<file path="src/rtl/canvas_grid_painter.sv">
// Grid canvas painter: turns cursor clicks into per-pixel VGA writes for one cell or a full wipe.
// Optional feature macro: CANVAS_SKIP_REDUNDANT_EN (ignore clicks that would not change the bitmap).
module canvas_grid_painter #(
    parameter logic [8:0]             X0          = 9'd89,
    parameter logic [8:0]             Y0          = 9'd33,
    parameter int unsigned            CELL_W      = 5,
    parameter int unsigned            CELL_H      = 5,
    parameter int unsigned            GRID_W      = 28,
    parameter int unsigned            GRID_H      = 28,
    parameter int unsigned            COLOUR_BITS = 15,
    parameter logic [COLOUR_BITS-1:0] DRAW_COLOUR = '1,
    parameter logic [COLOUR_BITS-1:0] BG_COLOUR   = '0
) (
    input  logic                     clock,
    input  logic                     reset,
    input  logic [8:0]               mouse_x,
    input  logic [8:0]               mouse_y,
    input  logic                     left_click,
    input  logic                     right_click,
    input  logic                     clear_all,
    output logic [8:0]               vga_x,
    output logic [8:0]               vga_y,
    output logic [COLOUR_BITS-1:0]   vga_colour,
    output logic                     vga_plot,
    output logic                     busy,
    output logic [GRID_W*GRID_H-1:0] bitmap
);

    localparam int unsigned AREA_W = GRID_W * CELL_W;
    localparam int unsigned AREA_H = GRID_H * CELL_H;
    localparam int unsigned NCELLS = GRID_W * GRID_H;
    localparam int unsigned CW_B   = (CELL_W > 1) ? $clog2(CELL_W) : 1;
    localparam int unsigned CH_B   = (CELL_H > 1) ? $clog2(CELL_H) : 1;
    localparam int unsigned COL_B  = (GRID_W > 1) ? $clog2(GRID_W) : 1;
    localparam int unsigned ROW_B  = (GRID_H > 1) ? $clog2(GRID_H) : 1;
    localparam int unsigned AX_B   = (AREA_W > 1) ? $clog2(AREA_W) : 1;
    localparam int unsigned AY_B   = (AREA_H > 1) ? $clog2(AREA_H) : 1;
    localparam int unsigned IDX_B  = (NCELLS > 1) ? $clog2(NCELLS) : 1;

    localparam logic [10:0] X_END = 11'(X0) + 11'(AREA_W);
    localparam logic [10:0] Y_END = 11'(Y0) + 11'(AREA_H);

    typedef enum logic [1:0] {
        IDLE,
        PAINT,
        CLEAR
    } state_t;

    state_t                   state_q, state_n;
    logic [COL_B-1:0]         col_q, col_n;
    logic [ROW_B-1:0]         row_q, row_n;
    logic [COLOUR_BITS-1:0]   colour_q, colour_n;
    logic                     set_q, set_n;
    logic [CW_B-1:0]          px_q, px_n;
    logic [CH_B-1:0]          py_q, py_n;
    logic [AX_B-1:0]          cx_q, cx_n;
    logic [AY_B-1:0]          cy_q, cy_n;
    logic                     pend_q, pend_n;
    logic [NCELLS-1:0]        bitmap_n;

    // Cursor-to-cell mapping, widened so the upper grid bound cannot wrap.
    logic [10:0]              mx_w, my_w, dx, dy;
    logic                     in_grid;
    logic [COL_B-1:0]         cur_col;
    logic [ROW_B-1:0]         cur_row;
    logic [IDX_B-1:0]         cell_idx_q;
    logic                     accept;

    assign mx_w    = {2'b00, mouse_x};
    assign my_w    = {2'b00, mouse_y};
    assign dx      = mx_w - 11'(X0);
    assign dy      = my_w - 11'(Y0);
    assign in_grid = (mx_w >= 11'(X0)) && (mx_w < X_END) &&
                     (my_w >= 11'(Y0)) && (my_w < Y_END);
    assign cur_col = COL_B'(dx / 11'(CELL_W));
    assign cur_row = ROW_B'(dy / 11'(CELL_H));

    assign cell_idx_q = IDX_B'(32'(row_q) * GRID_W + 32'(col_q));

`ifdef CANVAS_SKIP_REDUNDANT_EN
    logic [IDX_B-1:0] cur_idx;
    assign cur_idx = IDX_B'(32'(cur_row) * GRID_W + 32'(cur_col));
    assign accept  = in_grid && (left_click || right_click) &&
                     (bitmap[cur_idx] != left_click);
`else
    assign accept  = in_grid && (left_click || right_click);
`endif

    always_comb begin
        state_n    = state_q;
        col_n      = col_q;
        row_n      = row_q;
        colour_n   = colour_q;
        set_n      = set_q;
        px_n       = px_q;
        py_n       = py_q;
        cx_n       = cx_q;
        cy_n       = cy_q;
        pend_n     = pend_q;
        bitmap_n   = bitmap;
        busy       = 1'b0;
        vga_plot   = 1'b0;
        vga_x      = '0;
        vga_y      = '0;
        vga_colour = '0;

        case (state_q)
            IDLE: begin
                if (clear_all) begin
                    state_n = CLEAR;
                    cx_n    = '0;
                    cy_n    = '0;
                end else if (accept) begin
                    state_n  = PAINT;
                    col_n    = cur_col;
                    row_n    = cur_row;
                    set_n    = left_click;
                    colour_n = left_click ? DRAW_COLOUR : BG_COLOUR;
                    px_n     = '0;
                    py_n     = '0;
                end
            end

            PAINT: begin
                busy       = 1'b1;
                vga_plot   = 1'b1;
                vga_x      = 9'(32'(X0) + 32'(col_q) * CELL_W + 32'(px_q));
                vga_y      = 9'(32'(Y0) + 32'(row_q) * CELL_H + 32'(py_q));
                vga_colour = colour_q;
                if (clear_all) begin
                    pend_n = 1'b1;
                end
                if (px_q == CW_B'(CELL_W - 1)) begin
                    px_n = '0;
                    if (py_q == CH_B'(CELL_H - 1)) begin
                        bitmap_n[cell_idx_q] = set_q;
                        // A clear requested on the final plot still chains straight into CLEAR.
                        if (pend_q || clear_all) begin
                            state_n = CLEAR;
                            pend_n  = 1'b0;
                            cx_n    = '0;
                            cy_n    = '0;
                        end else begin
                            state_n = IDLE;
                        end
                    end else begin
                        py_n = py_q + CH_B'(1);
                    end
                end else begin
                    px_n = px_q + CW_B'(1);
                end
            end

            CLEAR: begin
                busy       = 1'b1;
                vga_plot   = 1'b1;
                vga_x      = 9'(32'(X0) + 32'(cx_q));
                vga_y      = 9'(32'(Y0) + 32'(cy_q));
                vga_colour = BG_COLOUR;
                if (cx_q == AX_B'(AREA_W - 1)) begin
                    cx_n = '0;
                    if (cy_q == AY_B'(AREA_H - 1)) begin
                        bitmap_n = '0;
                        state_n  = IDLE;
                    end else begin
                        cy_n = cy_q + AY_B'(1);
                    end
                end else begin
                    cx_n = cx_q + AX_B'(1);
                end
            end

            default: state_n = IDLE;
        endcase
    end

    always_ff @(posedge clock) begin
        if (reset) begin
            state_q  <= IDLE;
            col_q    <= '0;
            row_q    <= '0;
            colour_q <= '0;
            set_q    <= 1'b0;
            px_q     <= '0;
            py_q     <= '0;
            cx_q     <= '0;
            cy_q     <= '0;
            pend_q   <= 1'b0;
            bitmap   <= '0;
        end else begin
            state_q  <= state_n;
            col_q    <= col_n;
            row_q    <= row_n;
            colour_q <= colour_n;
            set_q    <= set_n;
            px_q     <= px_n;
            py_q     <= py_n;
            cx_q     <= cx_n;
            cy_q     <= cy_n;
            pend_q   <= pend_n;
            bitmap   <= bitmap_n;
        end
    end

endmodule

</file>
<file path="config.mk">
export PLATFORM = sky130hd
export DESIGN_NAME = canvas_grid_painter
export DESIGN_NICKNAME = d
export VERILOG_FILES = /design/src/rtl/canvas_grid_painter.sv
export SDC_FILE = /design/constraint.sdc
export NUM_CORES = 2
export LEC_CHECK = 0
export BUFFER_PORTS_ARGS = -buffer_cell sky130_fd_sc_hd__clkbuf_2
export CELL_PAD_IN_SITES_DETAIL_PLACEMENT = 0
export CELL_PAD_IN_SITES_GLOBAL_PLACEMENT = 1
export CORE_AREA = 2 2 329 331
export CTS_CLUSTER_DIAMETER = 100
export DETAILED_ROUTE_END_ITERATION = 6
export DIE_AREA = 0 0 331 333
export PLACE_DENSITY_LB_ADDON = 0.25
export SLEW_MARGIN = 20
export SYNTH_ARGS = -nofsm -noshare
export SYNTH_HDL_FRONTEND = slang
export SYNTH_SLANG_ARGS = --single-unit
</file>
<file path="constraint.sdc">
create_clock -name clock -period 4.89 [get_ports clock]
set_clock_uncertainty 0.05 [all_clocks]
set_input_delay 0.489 -clock clock [delete_from_list [all_inputs] [get_ports clock]]
set_output_delay 0.489 -clock clock [all_outputs]
set_load 0.02 [all_outputs]
</file>
## After elaboration in Yosys (flattened, before gate mapping)

Index checks and enable logic that the tools add are counted.

- Order comparisons: 6
- Reduce and logical (&&, ||, !) cells: 19
- Equality and inequality tests: 17
- Muxes and demuxes: 41
- Divide/modulo/power cells: 2
- Bitwise logic cells: 1
- Multiply operators: 3
- Add/sub/neg operators: 13

Operators by type and width:

| cell | number |
|---|---|
| 784-bit two-way mux | 4 |
| 784-bit case mux with 2 select lines | 1 |
| 784-bit bitwise mux | 1 |
| 8-bit two-way mux | 7 |
| 8-bit case mux with 3 select lines | 2 |
| 9-bit case mux with 2 select lines | 2 |
| 15-bit two-way mux | 2 |
| 5-bit by 3-bit multiplier with 8-bit output, second input constant | 3 |
| 11-bit by 3-bit divider with 11-bit output, second input constant | 2 |
| 2-bit inequality test, second input constant | 10 |
| 5-bit AND reduction | 4 |
| 6-bit by 8-bit adder with 9-bit output, first input constant | 2 |
| 7-bit by 8-bit adder with 9-bit output, first input constant | 2 |
| 9-bit by 3-bit adder with 9-bit output | 2 |
| 9-bit by 8-bit < comparator with 1-bit output, second input constant | 2 |
| 8-bit by 1-bit adder with 8-bit output, second input constant | 2 |
| 8-bit equality test, second input constant | 2 |
| 3-bit two-way mux | 5 |
| 2-bit two-way mux | 7 |
| 3-bit case mux with 2 select lines | 2 |
| 10-bit by 11-bit < comparator with 1-bit output, second input constant | 1 |
| 10-bit by 5-bit adder with 10-bit output | 1 |
| 1-bit demux with 10-bit select | 1 |
| 10-bit by 1-bit greater-or-equal comparator with 1-bit output, second input constant | 1 |
| 20 further kinds | 34 |

- Output and inout port bits: 819
- Bits in registers: 835

## Logic depth before layout (Yosys ltp)

- Depth after elaboration: 10
- Depth in mapped cells: 15
- Depth with buffers taken out: 14

## Worst setup path after synthesis

OpenSTA, ideal clock, no wires.

- Path type: reg-to-reg
- Start point: reg row_q[2]
- End point: reg bitmap[169]
- Arrival: 3.660 ns
- Data required time: 4.708 ns
- Setup time: 0.132 ns
- Stages on the path, launching flop included: 15
- Setup slack: 1.048 ns
- Cell sequence: dfxtp_1 -> fa_1 -> ha_1 -> fa_1 -> xor2_1 -> nand2_1 -> nor2_1 -> nand3_1 -> xnor2_1 -> nand3_1 -> nor2_1 -> clkbuf_1 -> a21oi_1 -> o21ai_0 -> a21oi_1

- Cells in the longest elaborated chain, start to end: 10

Ends and longest elaborated chain:

| item | RTL line | text |
|---|---|---|
| from (decl) | 51 | `logic [ROW_B-1:0] row_q, row_n;` |
| from (signal assigned) | 193 | `row_q <= row_n;` |
| 5-bit by 3-bit multiplier with 8-bit output * | 78 | `assign cell_idx_q = IDX_B'(32'(row_q) * GRID_W + 32'(col_q));` |
| 10-bit by 5-bit adder with 10-bit output * | 78 |  |
| 10-bit by 11-bit < comparator with 1-bit output (implied by the code) or 10-bit by 1-bit greater-or-equal comparator with 1-bit output (tied branches) | 136 | `bitmap_n[cell_idx_q] = set_q;` |
| 1-bit logical AND (implied by the code) | 136 |  |
| 1-bit two-way mux (implied by the code) | 136 |  |
| 1-bit demux with 10-bit select * | 136 |  |
| 784-bit bitwise mux * | 136 |  |
| 784-bit two-way mux * | 135 | `if (py_q == CH_B'(CELL_H - 1)) begin` |
| 784-bit two-way mux * | 133 | `if (px_q == CW_B'(CELL_W - 1)) begin` |
| 784-bit case mux with 2 select lines * | 107 | `case (state_q)` |
| to (signal assigned) | 201 | `bitmap <= bitmap_n;` |
| to (decl) | 26 | `output logic [GRID_W*GRID_H-1:0] bitmap` |

Mark *: on every way between the ends. The rest lies on a longest branch, timed or not. The select of a mux whose other input is x is not followed.
A chain may end at the register's enable or synchronous reset.

## Worst setup path after layout

- Start point: reg row_q[2]
- End point: reg bitmap[197]

The elaborated chain is that of the path after synthesis.

==> flow_summary.toml <==
[placement]
dp.cells = 7124
hpwl_um = 110000
gp_congestion = 0.872
dp_slack_ns = 0.295
numPortBuffers = 841

[global_routing]
track_usage_pct = 31.1
antenna_found_initial = 3
grt_pass1_wl_um = 261000
grt_overflow = 0
grt_pass1_vias = 37831
grt_max_degree = 203

[worst_setup_path]
crit_arrival_ns = 5.06
critPathRequiredTime_ns = 5.38
endpoint_kind = "flip-flop"
crit_fanout = 32
worst-setup-path-type = "flip-flop to flip-flop"
crit_path_start_kind = "flip-flop"

[die]
start_util_pct = 36.5
die_w_um = 331
die_h_um = 333
io_pins = 842
rows = 120
die_area_sq_um = 110000
core-area_sq_um = 107000

[final_layout]
layout.nets = 5907
finish.utilization_pct = 44.4
antennaDiodeCount = 0
synthToLayoutAreaGrowth_pct = 21.4
layout_commonest_cell = "a21oi_1"
final_layout_size_suffix_gt1_share_pct = 21.0
final_cells = 7290
layout_common_cells = "a21oi_1, nand2_1, clkbuf_2"

[synth]
yosys_warnings = 0
synthMuxAreaShare_pct = 0.279
ys_seq_area_share_pct = 42.1
synthCells = 5396
ys_ff_latch = 820
synth_ff_type = "dfxtp_1"
synth-edff-count = 0
avgSynthCellArea_sq_um = 7.22
synth_xor_area_share_pct = 1.26
synth-compound-area-share_pct = 34.8
async_flop_share_pct = 0
synthTopCellsByArea = "dfxtp_1, a21oi_1, o21ai_0"
synth_top_family_by_area = "compound AO/OA/AOI/OAI gates"
synth_fa_ha_area_share_pct = 2.41
synth_fp_nets = 5486
synth.distinct_cells = 89
synth_top_area_cell = "dfxtp_1"
synthSimpleGateAreaFrac_pct = 12.3
netlist_area_sq_um = 39000
synth_top_area_share_pct = 42.1

[routing]
drt_pass1_iterations = 6
route.detailed.drc = 0
viasPerCell = 5.75
ant_nets = 0
routed_wl_um = 181000
vias = 41890
wire_per_inst_um = 24.8
drt_iter0_markers = 4538

[clocking]
cts_tree = "built"
cts.path.max_buffers = 3
cts_root_buffer = "clkbuf_16"
clk_latency_ns = 0.68
path_clk_slew_ns = 0.06
cts.sinks = 820
post_cts_buffers = 0
htreeDepth = 3
cts_inserted_buffers = 94

[power_and_ir_drop]
p_leak_nw = 17.3
combPwrFrac_pct = 15.8
switching_share_pct = 29.0
p_switching_mw = 4.83
p_int_mw = 11.8
peakVddDrop_v = 0.000245
powerDensity_nw_per_um2 = 352
pwr-share-clk_pct = 44.0
seqPwrFrac_pct = 40.2

[sta]
rsz0062_at_grt = "false"
fmax_mhz = 219
fin_setup_tns_ns = 0
slew_violations = 0
period_minus_slack_ns = 4.57
finalCritPeriodShare_pct = 93.5
setup_ws_ns = 0.319
worst_pin_slew_ns = 1.15
hold_violations = 0
setup_viol = 0
slew_headroom_pct = 23.5

[status]
status = "finished clean"

[job]
maxCapViolCount = 0

[min_path]
min_path_type = "primary input to flip-flop"
-- cell type report --
type	instances	area (sq um)
Clock buffer	140	2820
Clock inverter	26	343
Fill cell	10911	59300
Inverter	41	154
Multi-Input combinational cell	3889	20200
Sequential cell	820	16400
Tap cell	1403	1760
Timing Repair Buffer	971	5630
-- power by group through the flow --
stage                     combinational, mW  sequential (mW)  clock (mW)
final                                  2.63             6.70        7.32
after global placement                 2.55             6.85           0
after CTS                              2.57             6.70        7.43
after detailed placement               2.57             6.85           0
after floorplan                        1.91             6.84           0
after global routing                   2.92             6.70        7.68
-- final timing paths --
path,slack [ns],depth (start not counted),start,to
max,0.32,15,row_q[2],bitmap[197]
min,0.09,3,clear_all,pend_q
max reg2reg,0.32,15,row_q[2],bitmap[197]
min reg2reg,0.42,2,bitmap[94],bitmap[94]
-- kinds of logic (layout without fill, tap and decap cells) --
group / count (synthesis) / after routing
simple gates: 1152 / 1152
compound gates: 2604 / 2604
mux: 9 / 9
fa+ha+maj: 68 / 68
buf+inv: 687 / 1178
flops: 820 / 820
xor+xnor: 56 / 56
-- per-stage QoR --
stage               instance area [sq um]  power (mW)  hold WS, ns
floorplan                           39000        8.75        0.382
global placement                    44100        9.40        0.393
detailed placement                  44100        9.41        0.408
CTS                                 47300        16.7       0.0513
global route                        47300        17.3       0.0639
finish                              47300        16.7       0.0888
-- cell usage after synthesis (11+ instances only) --
master    count
a21o_1       15
a21oi_1    1624
a22oi_1      23
and2_1       41
buf_1        65
buf_4        16
clkbuf_1    554
dfxtp_1     820
fa_1         12
ha_1         55
inv_1        40
nand2_1     865
nand2b_1     15
nand3_1      23
nor2_1       94
nor2b_1      22
nor3_1       45
o211ai_1     11
o21ai_0     829
xnor2_1      29
xor2_1       27
-- registers in the layout, indices dropped and copies added, names as in the netlist --
name      count
pend_q        1
row_q         5
bitmap      784
state_q       2
colour_q      1
col_q         5
py_q          3
cy_q          8
cx_q          8
px_q          3
-- worst max-delay path, cell delays in order, from the launching register on --
cell	delay [ns]
dfxtp_1	0.52
fa_1	0.48
ha_1	0.24
fa_1	0.42
xor2_1	0.35
nand2_1	0.09
nor2_1	0.25
nand3_1	0.18
xnor2_1	0.46
nand3_1	0.14
buf_4	0.22
nor2_2	0.09
buf_4	0.44
a21oi_1	0.15
o21ai_0	0.21
a21oi_1	0.08
-- layer usage --
layer  global-route usage [%]  routed length (um)  vias up
met1                     42.0               77300    20259
li1                         -                   -    19538
met2                     47.1               80300     1783
met4                     14.1                8650        0
met3                     6.91               14600      310
met5                        0                   0        -
-- what timing repair did --
item / CTS / global route
hold buffers: 0 / 0
endpoints found under the setup margin: 0 / 163
resized for setup: 0 / 4
Power figures use the tool's default switching activity.
